**src/rtl/instr_fetch_unit.sv**
```systemverilog
// instr_fetch_unit
//   Fetch stage between the PC register and decode. Issues one
//   request/grant/response transaction per instruction to instruction
//   memory, holds the returned word for decode behind a valid/ready
//   handshake, and pulses pc_en once per delivered instruction.
//   Misaligned PCs, bus errors and response timeouts deliver NOP_INSTR
//   with fault/fault_cause set. A flush abandons any fetch in progress;
//   if a response is still owed by memory, it is swallowed later (stale).
//
// Ports
//   clk, reset          clock; synchronous active-high reset
//   pc_in, fetch_en     PC to fetch and permission to start a fetch
//   flush               abandon in-flight fetch or held instruction
//   imem_req/addr/gnt   request channel to instruction memory
//   imem_rvalid/rdata/err  response channel (err qualified by rvalid)
//   instr_valid/ready   handshake to decode
//   instr_out, instr_pc instruction word and its PC
//   fault, fault_cause  fault flag and cause (0 none,1 misaligned,2 timeout,3 bus error)
//   pc_en               PC register may advance this edge (combinational)
//   busy                fetch in progress or stale response outstanding
module instr_fetch_unit #(
    parameter int unsigned TIMEOUT   = 16,
    parameter logic [31:0] NOP_INSTR = 32'h00000013
) (
    input  logic        clk,
    input  logic        reset,
    input  logic [31:0] pc_in,
    input  logic        fetch_en,
    input  logic        flush,
    output logic        imem_req,
    output logic [31:0] imem_addr,
    input  logic        imem_gnt,
    input  logic        imem_rvalid,
    input  logic [31:0] imem_rdata,
    input  logic        imem_err,
    output logic        instr_valid,
    input  logic        instr_ready,
    output logic [31:0] instr_out,
    output logic [31:0] instr_pc,
    output logic        fault,
    output logic [1:0]  fault_cause,
    output logic        pc_en,
    output logic        busy
);

    // Counter only needs to reach TIMEOUT-1.
    localparam int unsigned    CW       = (TIMEOUT > 2) ? $clog2(TIMEOUT) : 1;
    localparam logic [CW-1:0]  CNT_LAST = CW'(TIMEOUT - 1);

    typedef enum logic [1:0] {
        S_IDLE,
        S_REQ,
        S_WAIT,
        S_HOLD
    } state_t;

    typedef enum logic [1:0] {
        CAUSE_NONE     = 2'd0,
        CAUSE_MISALIGN = 2'd1,
        CAUSE_TIMEOUT  = 2'd2,
        CAUSE_BUSERR   = 2'd3
    } cause_t;

    state_t        state, state_d;
    logic          stale, stale_d;
    logic [CW-1:0] cnt, cnt_d;
    logic [31:0]   pc_q;
    logic [31:0]   instr_q;
    logic [31:0]   instr_pc_q;
    logic          fault_q;
    cause_t        cause_q;

    logic          capture;
    logic          load;
    logic [31:0]   load_instr;
    logic          load_fault;
    cause_t        load_cause;

    always_comb begin
        state_d    = state;
        stale_d    = stale;
        cnt_d      = cnt;
        capture    = 1'b0;
        load       = 1'b0;
        load_instr = NOP_INSTR;
        load_fault = 1'b0;
        load_cause = CAUSE_NONE;

        // A stale response can only arrive while idle: requests are
        // blocked until it has been consumed.
        if (stale && imem_rvalid) begin
            stale_d = 1'b0;
        end

        unique case (state)
            S_IDLE: begin
                if (fetch_en && !flush && !stale) begin
                    capture = 1'b1;
                    if (pc_in[1:0] != 2'b00) begin
                        load       = 1'b1;
                        load_fault = 1'b1;
                        load_cause = CAUSE_MISALIGN;
                        state_d    = S_HOLD;
                    end else begin
                        state_d = S_REQ;
                    end
                end
            end
            S_REQ: begin
                if (flush) begin
                    state_d = S_IDLE;
                    // Granted request still owes a response.
                    if (imem_gnt) begin
                        stale_d = 1'b1;
                    end
                end else if (imem_gnt) begin
                    state_d = S_WAIT;
                    cnt_d   = '0;
                end
            end
            S_WAIT: begin
                cnt_d = cnt + 1'b1;
                if (flush) begin
                    state_d = S_IDLE;
                    // Response arriving with the flush is simply dropped.
                    stale_d = !imem_rvalid;
                end else if (imem_rvalid) begin
                    load  = 1'b1;
                    state_d = S_HOLD;
                    if (imem_err) begin
                        load_fault = 1'b1;
                        load_cause = CAUSE_BUSERR;
                    end else begin
                        load_instr = imem_rdata;
                    end
                end else if (cnt == CNT_LAST) begin
                    load       = 1'b1;
                    load_fault = 1'b1;
                    load_cause = CAUSE_TIMEOUT;
                    state_d    = S_HOLD;
                end
            end
            S_HOLD: begin
                if (flush || instr_ready) begin
                    state_d = S_IDLE;
                end
            end
            default: state_d = S_IDLE;
        endcase
    end

    always_ff @(posedge clk) begin
        if (reset) begin
            state      <= S_IDLE;
            stale      <= 1'b0;
            cnt        <= '0;
            pc_q       <= '0;
            instr_q    <= NOP_INSTR;
            instr_pc_q <= '0;
            fault_q    <= 1'b0;
            cause_q    <= CAUSE_NONE;
        end else begin
            state <= state_d;
            stale <= stale_d;
            cnt   <= cnt_d;
            if (capture) begin
                pc_q       <= pc_in;
                instr_pc_q <= pc_in;
            end
            if (load) begin
                instr_q <= load_instr;
                fault_q <= load_fault;
                cause_q <= load_cause;
            end
        end
    end

    assign imem_req    = (state == S_REQ);
    assign imem_addr   = pc_q;
    assign instr_valid = (state == S_HOLD);
    assign instr_out   = instr_q;
    assign instr_pc    = instr_pc_q;
    assign fault       = fault_q;
    assign fault_cause = cause_q;
    assign pc_en       = (state == S_HOLD) && instr_ready && !flush;
    assign busy        = (state != S_IDLE) || stale;

endmodule

```
**config.mk**
```make
export PLATFORM = sky130hd
export DESIGN_NAME = instr_fetch_unit
export DESIGN_NICKNAME = d
export VERILOG_FILES = /design/src/rtl/instr_fetch_unit.sv
export SDC_FILE = /design/constraint.sdc
export NUM_CORES = 1
export LEC_CHECK = 0
export CORE_ASPECT_RATIO = 0.75
export CORE_MARGIN = 2
export CORE_UTILIZATION = 38
export DETAILED_ROUTE_END_ITERATION = 12
export GPL_TIMING_DRIVEN = 0
export MAX_ROUTING_LAYER = met4
export PLACE_DENSITY_LB_ADDON = 0.08
export SYNTH_ARGS = -nofsm -noshare
export SYNTH_HDL_FRONTEND = slang
export SYNTH_SLANG_ARGS = --single-unit
export TNS_END_PERCENT = 10
```
**constraint.sdc**
```tcl
create_clock -name clk -period 2.6 [get_ports clk]
set_clock_uncertainty 0.15 [all_clocks]
set_input_delay 0.39 -clock clk [delete_from_list [all_inputs] [get_ports clk]]
set_output_delay 0.39 -clock clk [all_outputs]
set_load 0.01 [all_outputs]
```
==> flow_metrics.env, run 1 <==
export IMPL_status="complete, no violations"
export IMPL_die_h_microns=80.9
export IMPL_grtUsageMet3_pct=6.66
export IMPL_track_usage_pct=20.4
export IMPL_hold_start="instr_pc[31]$_SDFFE_PP0P_"
export IMPL_route_detailed_drc=0
export IMPL_arrival_ns=1.75
export IMPL_cp_max_fo=6
export IMPL_synth_top_cell_area_share_pct=49.4
export IMPL_final_nets=585
export IMPL_syn_avg_cell_area_sq_um=9.29
export IMPL_max_clock_path_buffers=2
export IMPL_fin_crit_sh_pct=88.1
export IMPL_synthSimpleGateAreaFrac_pct=15.1
export IMPL_cts_hold_buf=0
export IMPL_worstMarginPinSlew_ns=0.549
export IMPL_p_seq_share_pct=41.3
export IMPL_gp_congestion=0.770
export IMPL_rsz0062_at_grt="false"
export IMPL_pre_cts_slack_ns=0.221
export IMPL_grtUsageMet2_pct=30.7
export IMPL_critPathTopFamily="buffers and inverters"
export IMPL_yosysWarnings=0
export IMPL_syn_nets=400
export IMPL_grt_pass1_wl_microns=13400
export IMPL_final_setup_viol_count=0
export IMPL_synthCells=323
export IMPL_via_per_inst=4.62
export IMPL_synth_mux_area_share_pct=0.709
export IMPL_critPathBufInv=2
export IMPL_ant_nets=0
export IMPL_wl_microns=8580
export IMPL_worstPathRequired_ns=2.06
export IMPL_ir_worst_vdd_mv=0.348
export IMPL_ys_seq_area_share_pct=49.4
export IMPL_cts_made_buffers=9
export IMPL_initial_utilization_pct=38.6
export IMPL_boundaryPins=175
export IMPL_ys_types=39
export IMPL_n_antenna_cell=0
export IMPL_drive_above_1_share_pct=12.5
export IMPL_hold_viol=0
export IMPL_cp_cell_sequence="inv_1 -> ha_1 -> nand2b_1 -> clkdlybuf4s50_1"
export IMPL_maxCapViolCount=0
export IMPL_drtIter0Drc=87
export IMPL_cts_setup_buffers=0
export IMPL_synthXorXnorAreaFrac_pct=0.584
export IMPL_clkTransAtPathRegs_ns=0.08
export IMPL_synth_area_top_cells="dfxtp_1, a22o_1, nand2_1"
export IMPL_clkLatencyLatePin_ns=0.35
export IMPL_synthTopCellsByCount="dfxtp_1, nand2_1, a21oi_1"
export IMPL_synth_largest_area_cell="dfxtp_1"
export IMPL_place_hpwl_microns=6700
export IMPL_synth_edf_count=0
export IMPL_portBuffers=174
export IMPL_min_period_ns=2.29
export IMPL_cts_resized=0
export IMPL_synthFlopType="dfxtp_1"
export IMPL_endpoint_kind="primary output"
export IMPL_fill_cells=678
export IMPL_core_sq_um=7780
export IMPL_fin_hold_ws_ns=0.322
export IMPL_ys_async_sr_fraction_pct=0
export IMPL_cts_tree="built"
export IMPL_netlist_area_sq_um=3000
export IMPL_die_x_microns=107
export IMPL_worst_hold_path_type="register to register"
export IMPL_criticalPathCategory="register to primary output"
export IMPL_synthToLayoutAreaGrowth_pct=68.9
export IMPL_grt_max_degree=14
export IMPL_busiest_layer="met2"
export IMPL_cts_root_buf="clkbuf_8"
export IMPL_synth_compound_area_share_pct=19.9
export IMPL_r2r_slack_ns=0.51
export IMPL_ys_ff_latch=74
export IMPL_swShare_pct=29.2
export IMPL_die_area_sq_um=8630
export IMPL_pwr_share_clk_pct=27.7
export IMPL_power_share_combinational_pct=31.1
export IMPL_std_cell_rows=28
export IMPL_power_internal_mw=2.24
export IMPL_fin_ws_ns=0.308
export IMPL_power_density_nw_per_um2=626
export IMPL_h_tree_depth=3
export IMPL_r2r_cells=8
export IMPL_synthAdderAreaFrac_pct=2.09
export IMPL_yosysMostFrequentCell="dfxtp_1"
export IMPL_fin_util_pct=65.1
export IMPL_grt_overflow=0
export IMPL_relSlewSlack_pct=63.4
export IMPL_final_max_slew_viol_count=0
export IMPL_antenna_found_initial=0
export IMPL_power_net_switching_uw=925
export IMPL_synth_top_family_by_area="compound AO/OA/AOI/OAI gates"
export IMPL_p_leak_nw=1.95
export IMPL_min_to="instr_pc[31]$_SDFFE_PP0P_"
export IMPL_start_kind="register"
export IMPL_met1_usage_pct=26.6
export IMPL_cts_sinks=74
export IMPL_vias=2857
export IMPL_r2r_end="instr_out[15]$_SDFFE_PP0P_"
export IMPL_min_path_cells=2
export IMPL_wire_per_inst_microns=13.9
export IMPL_final_setup_tns_ns=0
export IMPL_fmax_mhz=436
export IMPL_crit_path_top_delay_cell="clkdlybuf4s50_1"
export IMPL_slowest_delay_ns=0.54
export IMPL_grt_pass1_vias=2667
export IMPL_r2r_start="state[0]$_SDFFE_PP0P_"
export IMPL_dr_pass1_iters=4
-- how the worst max path moves through the flow --
stage	start	end	slack, ns	cells past startpoint
3_5_place_dp	reset	instr_pc[30]$_SDFFE_PP0P_	0.22	4
3_3_place_gp	reset	fault_cause[0]$_SDFFE_PP0P_	0.25	4
5_1_grt	state[0]$_SDFFE_PP0P_	busy	0.21	4
2_1_floorplan	state[0]$_SDFFE_PP0P_	instr_out[22]$_SDFFE_PP0P_	0.80	9
6_report	state[0]$_SDFFE_PP0P_	busy	0.31	4
4_1_cts	state[0]$_SDFFE_PP0P_	busy	0.28	4
-- logic make-up after synthesis --
group / count (synthesis)
simple gates: 98
compound gates: 87
flops: 74
buf+inv: 55
fa+ha+maj: 5
xor+xnor: 2
mux: 2
-- worst min-delay path: stages (launching register included) --
cell and delay (ns):
dfxtp_1 0.32, nand2_1 0.05, a21oi_1 0.05
-- flip-flops by register name, indices dropped and copies added (netlist names) --
name and flops:
fault 1, fault_cause 2, cnt 4, instr_pc 32
stale 1, state 2, instr_out 32
-- power by group through the flow --
stage               Combinational, mW  Sequential, mW  Clock (mW)
floorplan                       0.439            1.36           0
global placement                0.975            1.33           0
detailed placement              0.990            1.34           0
CTS                             0.993            1.31       0.903
global route                     1.07            1.32       0.956
finish                          0.985            1.31       0.877
-- stage by stage --
stage                     power, mW  std cells  area [sq um]
final                          3.17        618          5070
after global routing           3.34        618          5070
after CTS                      3.20        618          5070
after detailed placement       2.32        602          4870
after global placement         2.30        602          4870
after floorplan                1.80        323          3000
-- final cells by class --
class / count / area, sq um / share of cell area [%]
Inverter: 5 / 18.8 / 0.370
Timing Repair Buffer: 174 / 1740 / 34.4
Tap cell: 105 / 131 / 2.59
Clock buffer: 10 / 128 / 2.52
Buffer: 50 / 350 / 6.92
Multi-Input combinational cell: 194 / 1150 / 22.7
Clock inverter: 6 / 66.3 / 1.31
Sequential cell: 74 / 1480 / 29.2
-- cell usage in the layout, fill, tap and decap left out, types with 2 or more instances in the layout --
cell / count
a21oi_1: 38
a22o_1: 29
a31oi_1: 2
buf_1: 5
buf_2: 4
buf_4: 33
buf_6: 3
clkbuf_1: 5
clkbuf_8: 9
clkdlybuf4s50_1: 174
clkinvlp_4: 3
dfxtp_1: 74
ha_1: 5
inv_1: 5
nand2_1: 67
nand2b_1: 7
nor2_1: 11
nor2_4: 2
nor2b_1: 2
o211ai_1: 2
o21ai_0: 5
o22a_1: 3
or3_1: 2
xor2_1: 2
-- metal layers --
layer | vias up | part of all wire, %
li1 | 1438 | -
met1 | 1304 | 47
met3 | 6 | 7.0
met4 | 0 | 0.50
met2 | 109 | 45
met5 | - | 0
(Power assumes the default switching activity.)
==> inputs of run 2 (changes only) <==
--- a/config.mk
+++ b/config.mk
@@ -7,8 +7,9 @@
 export LEC_CHECK = 0
 export CORE_ASPECT_RATIO = 0.75
 export CORE_MARGIN = 2
-export CORE_UTILIZATION = 38
+export CORE_UTILIZATION = 62
 export DETAILED_ROUTE_END_ITERATION = 12
+export DONT_BUFFER_PORTS = 1
 export GPL_TIMING_DRIVEN = 0
 export MAX_ROUTING_LAYER = met4
 export PLACE_DENSITY_LB_ADDON = 0.08
==> flow_metrics.env, run 2 (synthesis gave the netlist of run 1 again) <==
export IMPL_status="complete, no violations"
export IMPL_core_sq_um=4550
export IMPL_p_total_mw=2.95
export IMPL_swShare_pct=28.2
export IMPL_via_per_inst=5.70
export IMPL_die_area_sq_um=5420
export IMPL_instances_no_fill=397
export IMPL_criticalPathCategory="register to register"
export IMPL_power_net_switching_uw=831
export IMPL_r2r_end="instr_out[14]$_SDFFE_PP0P_"
export IMPL_cts_tree="built"
export IMPL_r2r_slack_ns=0.55
export IMPL_place_hpwl_microns=4950
export IMPL_initial_utilization_pct=66.0
export IMPL_start_kind="register"
export IMPL_h_tree_depth=3
export IMPL_min_path_cells=1
export IMPL_power_density_nw_per_um2=886
export IMPL_arrival_ns=2.18
export IMPL_pwr_share_clk_pct=36.3
export IMPL_hold_start="imem_rdata[24]"
export IMPL_relSlewSlack_pct=66.1
export IMPL_final_setup_tns_ns=0
export IMPL_r2r_start="state[0]$_SDFFE_PP0P_"
export IMPL_p_leak_nw=1.35
export IMPL_boundaryPins=175
export IMPL_ant_nets=0
export IMPL_cts_root_buf="clkbuf_8"
export IMPL_dp_cells=380
export IMPL_max_clock_path_buffers=2
export IMPL_p_seq_share_pct=46.1
export IMPL_wire_per_inst_microns=16.7
export IMPL_grt_pass1_wl_microns=10300
export IMPL_power_share_combinational_pct=17.6
export IMPL_die_x_microns=84.3
export IMPL_grt_max_degree=13
export IMPL_route_met2_wl_microns=3240
export IMPL_wl_met3_microns=592
export IMPL_cts_resized=0
export IMPL_worstPathRequired_ns=2.73
export IMPL_r2r_cells=8
export IMPL_power_internal_mw=2.12
export IMPL_dr_pass1_iters=5
export IMPL_portBuffers=0
export IMPL_std_cell_rows=21
export IMPL_min_to="instr_out[24]$_SDFFE_PP0P_"
export IMPL_n_antenna_cell=0
export IMPL_final_max_slew_viol_count=0
export IMPL_worst_hold_path_type="input pin to register"
export IMPL_cts_sinks=74
export IMPL_maxCapViolCount=0
export IMPL_clkTransAtPathRegs_ns=0.08
export IMPL_cts_made_buffers=9
export IMPL_synthToLayoutAreaGrowth_pct=11.1
export IMPL_rsz0062_at_grt="false"
export IMPL_fin_crit_sh_pct=78.7
export IMPL_antenna_found_initial=0
export IMPL_vias=2264
export IMPL_final_setup_viol_count=0
export IMPL_endpoint_kind="register"
export IMPL_fmax_mhz=489
export IMPL_routed_top_layer="met4"
export IMPL_pre_cts_slack_ns=0.554
export IMPL_crit_start="state[0]$_SDFFE_PP0P_"
export IMPL_wl_microns=6630
export IMPL_grt_pass1_vias=2165
export IMPL_fin_ws_ns=0.555
export IMPL_track_usage_pct=24.7
export IMPL_clkLatencyLatePin_ns=0.34
export IMPL_mostFrequentLayoutCells="dfxtp_1, nand2_1, a21oi_1"
export IMPL_final_common_cell="dfxtp_1"
export IMPL_wl_met1_microns=2780
export IMPL_fill_cells=375
export IMPL_drtIter0Drc=71
export IMPL_route_detailed_drc=0
export IMPL_final_nets=413
export IMPL_ir_worst_vdd_mv=0.544
export IMPL_drive_above_1_share_pct=18.5
export IMPL_hold_viol=0
export IMPL_worstMarginPinSlew_ns=0.509
export IMPL_cp_max_fo=10
export IMPL_die_h_microns=64.2
export IMPL_grt_overflow=0
export IMPL_gp_congestion=0.790
export IMPL_min_period_ns=2.05
-- run 2: changes by cell type in the layout (fill, tap and decap cells not counted), sizes merged --
cell and delta:
bufinv +2, clkbuf +1, clkdlybuf4s50 -174, clkinv -1, clkinvlp -3, dlygate4sd3 +2
-- run 2: power by group through the flow --
stage	clock, mW	sequential [mW]	combinational, mW
after CTS	1.09	1.36	0.518
after global placement	0	1.38	0.507
after global routing	1.14	1.38	0.584
after floorplan	0	1.36	0.439
final	1.07	1.36	0.519
after detailed placement	0	1.39	0.516
-- run 2: metrics by stage --
step / util [%] / hold WS (ns) / cell area [sq um]
after CTS: 72.8 / 0.00266 / 3310
after detailed placement: 67.5 / 0.328 / 3070
after global placement: 67.5 / 0.318 / 3070
after floorplan: - / 0.303 / 3000
after global routing: 73.3 / 0.00331 / 3330
final: 73.3 / 0.0160 / 3330
-- run 2: layout make-up --
| cell class | instances | area, sq um | share of cell area (%) |
|---|---|---|---|
| buffer | 50 | 350 | 10.5 |
| clock buffer | 11 | 141 | 4.24 |
| clock inverter | 4 | 98.8 | 2.97 |
| inverter | 5 | 18.8 | 0.563 |
| multi-input combinational | 194 | 1150 | 34.5 |
| sequential | 74 | 1480 | 44.5 |
| tap | 57 | 71.3 | 2.14 |
| timing repair buffer | 2 | 20.0 | 0.601 |
-- run 2: worst max-delay path by stage --
stage | slack, ns | end
6_report | 0.55 | instr_out[14]$_SDFFE_PP0P_
5_1_grt | 0.33 | instr_out[21]$_SDFFE_PP0P_
3_3_place_gp | 0.61 | instr_out[12]$_SDFFE_PP0P_
3_5_place_dp | 0.55 | instr_out[14]$_SDFFE_PP0P_
2_1_floorplan | 0.80 | instr_out[22]$_SDFFE_PP0P_
4_1_cts | 0.55 | instr_out[17]$_SDFFE_PP0P_
-- run 2: what timing repair did --
item,4_1_cts,5_1_grt
buffers inserted,0,0
hold buffers,0,2
hold endpoints to repair,0,2
endpoints found under the setup margin,0,0
-- run 2: per-layer routing --
| metal | vias to the layer above | track usage, % |
|---|---|---|
| li1 | 1101 | - |
| met1 | 1059 | 28.9 |
| met2 | 102 | 41.1 |
| met3 | 2 | 9.82 |
| met4 | 0 | 4.44 |
| met5 | - | - |
-- run 2: critical path, stage by stage (launching register included) --
cell	delay (ns)
dfxtp_1	0.39
inv_1	0.09
ha_1	0.27
nand4bb_1	0.11
buf_2	0.20
nor2_4	0.07
nor3_2	0.15
clkbuf_1	0.36
a22o_1	0.21
==> inputs of run 3 (changes only) <==
==> constraint.sdc (replaced) <==
create_clock -name clk -period 2 [get_ports clk]
set_clock_uncertainty 0.15 [all_clocks]
set_input_delay 0.3 -clock clk [delete_from_list [all_inputs] [get_ports clk]]
set_output_delay 0.3 -clock clk [all_outputs]
set_load 0.01 [all_outputs]
==> flow_metrics.env, run 3 (synthesis gave the netlist of run 1 again) <==
export IMPL_gp_congestion=0.790
export IMPL_track_usage_pct=33.0
export IMPL_endpoint_kind="register"
export IMPL_r2r_start="state[0]$_SDFFE_PP0P_"
export IMPL_via_per_inst=5.89
export IMPL_power_density_nw_per_um2=1010
export IMPL_final_nets=475
export IMPL_die_area_sq_um=5420
export IMPL_drtIter0Drc=167
export IMPL_status="complete, no violations"
export IMPL_initial_utilization_pct=66.0
export IMPL_h_tree_depth=3
export IMPL_worstMarginPinSlew_ns=0.544
export IMPL_grt_max_degree=13
export IMPL_max_clock_path_buffers=2
export IMPL_r2r_end="instr_out[22]$_SDFFE_PP0P_"
export IMPL_wire_per_inst_microns=19.6
export IMPL_criticalPathCategory="register to register"
export IMPL_cts_tree="built"
export IMPL_place_hpwl_microns=4950
export IMPL_start_kind="register"
export IMPL_p_leak_nw=1.62
export IMPL_cp_max_fo=10
export IMPL_hold_viol=0
export IMPL_portBuffers=0
export IMPL_grt_overflow=0
export IMPL_crit_start="state[0]$_SDFFE_PP0P_"
export IMPL_final_common_cell="dfxtp_1"
export IMPL_grtUsageMet2_pct=59.6
export IMPL_clkTransAtPathRegs_ns=0.08
export IMPL_met1_usage_pct=33.1
export IMPL_fin_util_pct=88.3
export IMPL_antenna_found_initial=0
export IMPL_fin_crit_sh_pct=95.6
export IMPL_drive_above_1_share_pct=18.4
export IMPL_die_h_microns=64.2
export IMPL_dr_pass1_iters=4
export IMPL_die_x_microns=84.3
export IMPL_grtUsageMet3_pct=11.1
export IMPL_r2r_slack_ns=0.09
export IMPL_vias=2702
export IMPL_min_path_cells=2
export IMPL_worstPathRequired_ns=2.08
export IMPL_final_setup_tns_ns=0
export IMPL_relSlewSlack_pct=63.7
export IMPL_grt_pass1_vias=2729
export IMPL_stdcell_area_sq_um=4010
export IMPL_fin_ws_ns=0.0871
export IMPL_maxCapViolCount=0
export IMPL_hold_start="reset"
export IMPL_mostFrequentLayoutCells="dfxtp_1, nand2_1, dlygate4sd3_1"
export IMPL_ir_worst_vdd_mv=0.825
export IMPL_ant_nets=0
export IMPL_arrival_ns=2.00
export IMPL_min_period_ns=1.91
export IMPL_synthToLayoutAreaGrowth_pct=33.8
export IMPL_cts_root_buf="clkbuf_8"
export IMPL_route_detailed_drc=0
export IMPL_boundaryPins=175
export IMPL_cts_setup_buffers=0
export IMPL_placed_cell_area_sq_um=3070
export IMPL_fill_cells=223
export IMPL_cts_sinks=74
export IMPL_fmax_mhz=523
export IMPL_cts_made_buffers=9
export IMPL_busiest_layer="met2"
export IMPL_grt_pass1_wl_microns=13500
export IMPL_core_sq_um=4550
export IMPL_worst_hold_path_type="input pin to register"
export IMPL_final_setup_viol_count=0
export IMPL_std_cell_rows=21
export IMPL_n_antenna_cell=0
export IMPL_clkLatencyLatePin_ns=0.34
export IMPL_min_to="state[0]$_SDFFE_PP0P_"
export IMPL_wl_microns=8990
export IMPL_r2r_cells=9
export IMPL_final_max_slew_viol_count=0
export IMPL_pre_cts_slack_ns=-0.0455
==> run 3: cell types whose count changed in the layout (fill, tap and decap cells not counted), sizes merged <==
cell | previous run | this run
buf | 46 | 47
clkbuf | 15 | 14
dlygate4sd3 | 2 | 64
==> run 3: metal layers <==
layer | vias to the layer above | wire, microns
li1 | 1227 | -
met1 | 1280 | 3110
met2 | 170 | 4790
met3 | 25 | 803
met4 | 0 | 281
met5 | - | 0
==> run 3: power breakdown <==
group          switching, mW  internal (mW)
Sequential             0.181           1.61
Combinational          0.465          0.411
Clock                  0.541          0.861
Total                   1.19           2.88
==> run 3: repair_timing <==
item / in CTS / in global routing
hold buffers: 64 / 0
endpoints found under the setup margin: 12 / 51
pin swaps: 0 / 1
resized for setup: 2 / 18
hold endpoints to repair: 64 / 0
==> run 3: per-stage QoR <==
stage / power (mW) / hold slack [ns] / std cells
floorplan: 2.34 / 0.269 / 323
global placement: 2.46 / 0.270 / 380
detailed placement: 2.47 / 0.273 / 380
CTS: 3.96 / 0.0148 / 459
global route: 4.23 / 0.0159 / 459
finish: 4.06 / 0.0147 / 459
==> run 3: how the worst max path moves through the flow <==
stage / endpoint / depth (start not counted)
4_1_cts: instr_out[27]$_SDFFE_PP0P_ / 9
3_3_place_gp: instr_out[12]$_SDFFE_PP0P_ / 8
2_1_floorplan: instr_out[22]$_SDFFE_PP0P_ / 9
3_5_place_dp: instr_out[14]$_SDFFE_PP0P_ / 8
6_report: instr_out[22]$_SDFFE_PP0P_ / 9
5_1_grt: cnt[3]$_SDFFE_PP0P_ / 6
==> run 3: area by class of cell <==
| class | count | area (sq um) | share of cell area [%] |
|---|---|---|---|
| Buffer | 50 | 359 | 8.95 |
| Clock buffer | 11 | 141 | 3.52 |
| Timing Repair Buffer | 64 | 641 | 16.0 |
| Clock inverter | 4 | 98.8 | 2.46 |
| Tap cell | 57 | 71.3 | 1.78 |
| Inverter | 5 | 18.8 | 0.468 |
| Multi-Input combinational cell | 194 | 1200 | 29.9 |
| Sequential cell | 74 | 1480 | 37.0 |
==> run 3: critical path: stages (launching register included) <==
cell and delay, ns:
dfxtp_2 0.35, inv_2 0.10, ha_4 0.17, nand4bb_1 0.10, buf_4 0.18, nor2_4 0.16
nor3_4 0.06, buf_6 0.14, buf_6 0.14, a22o_1 0.24
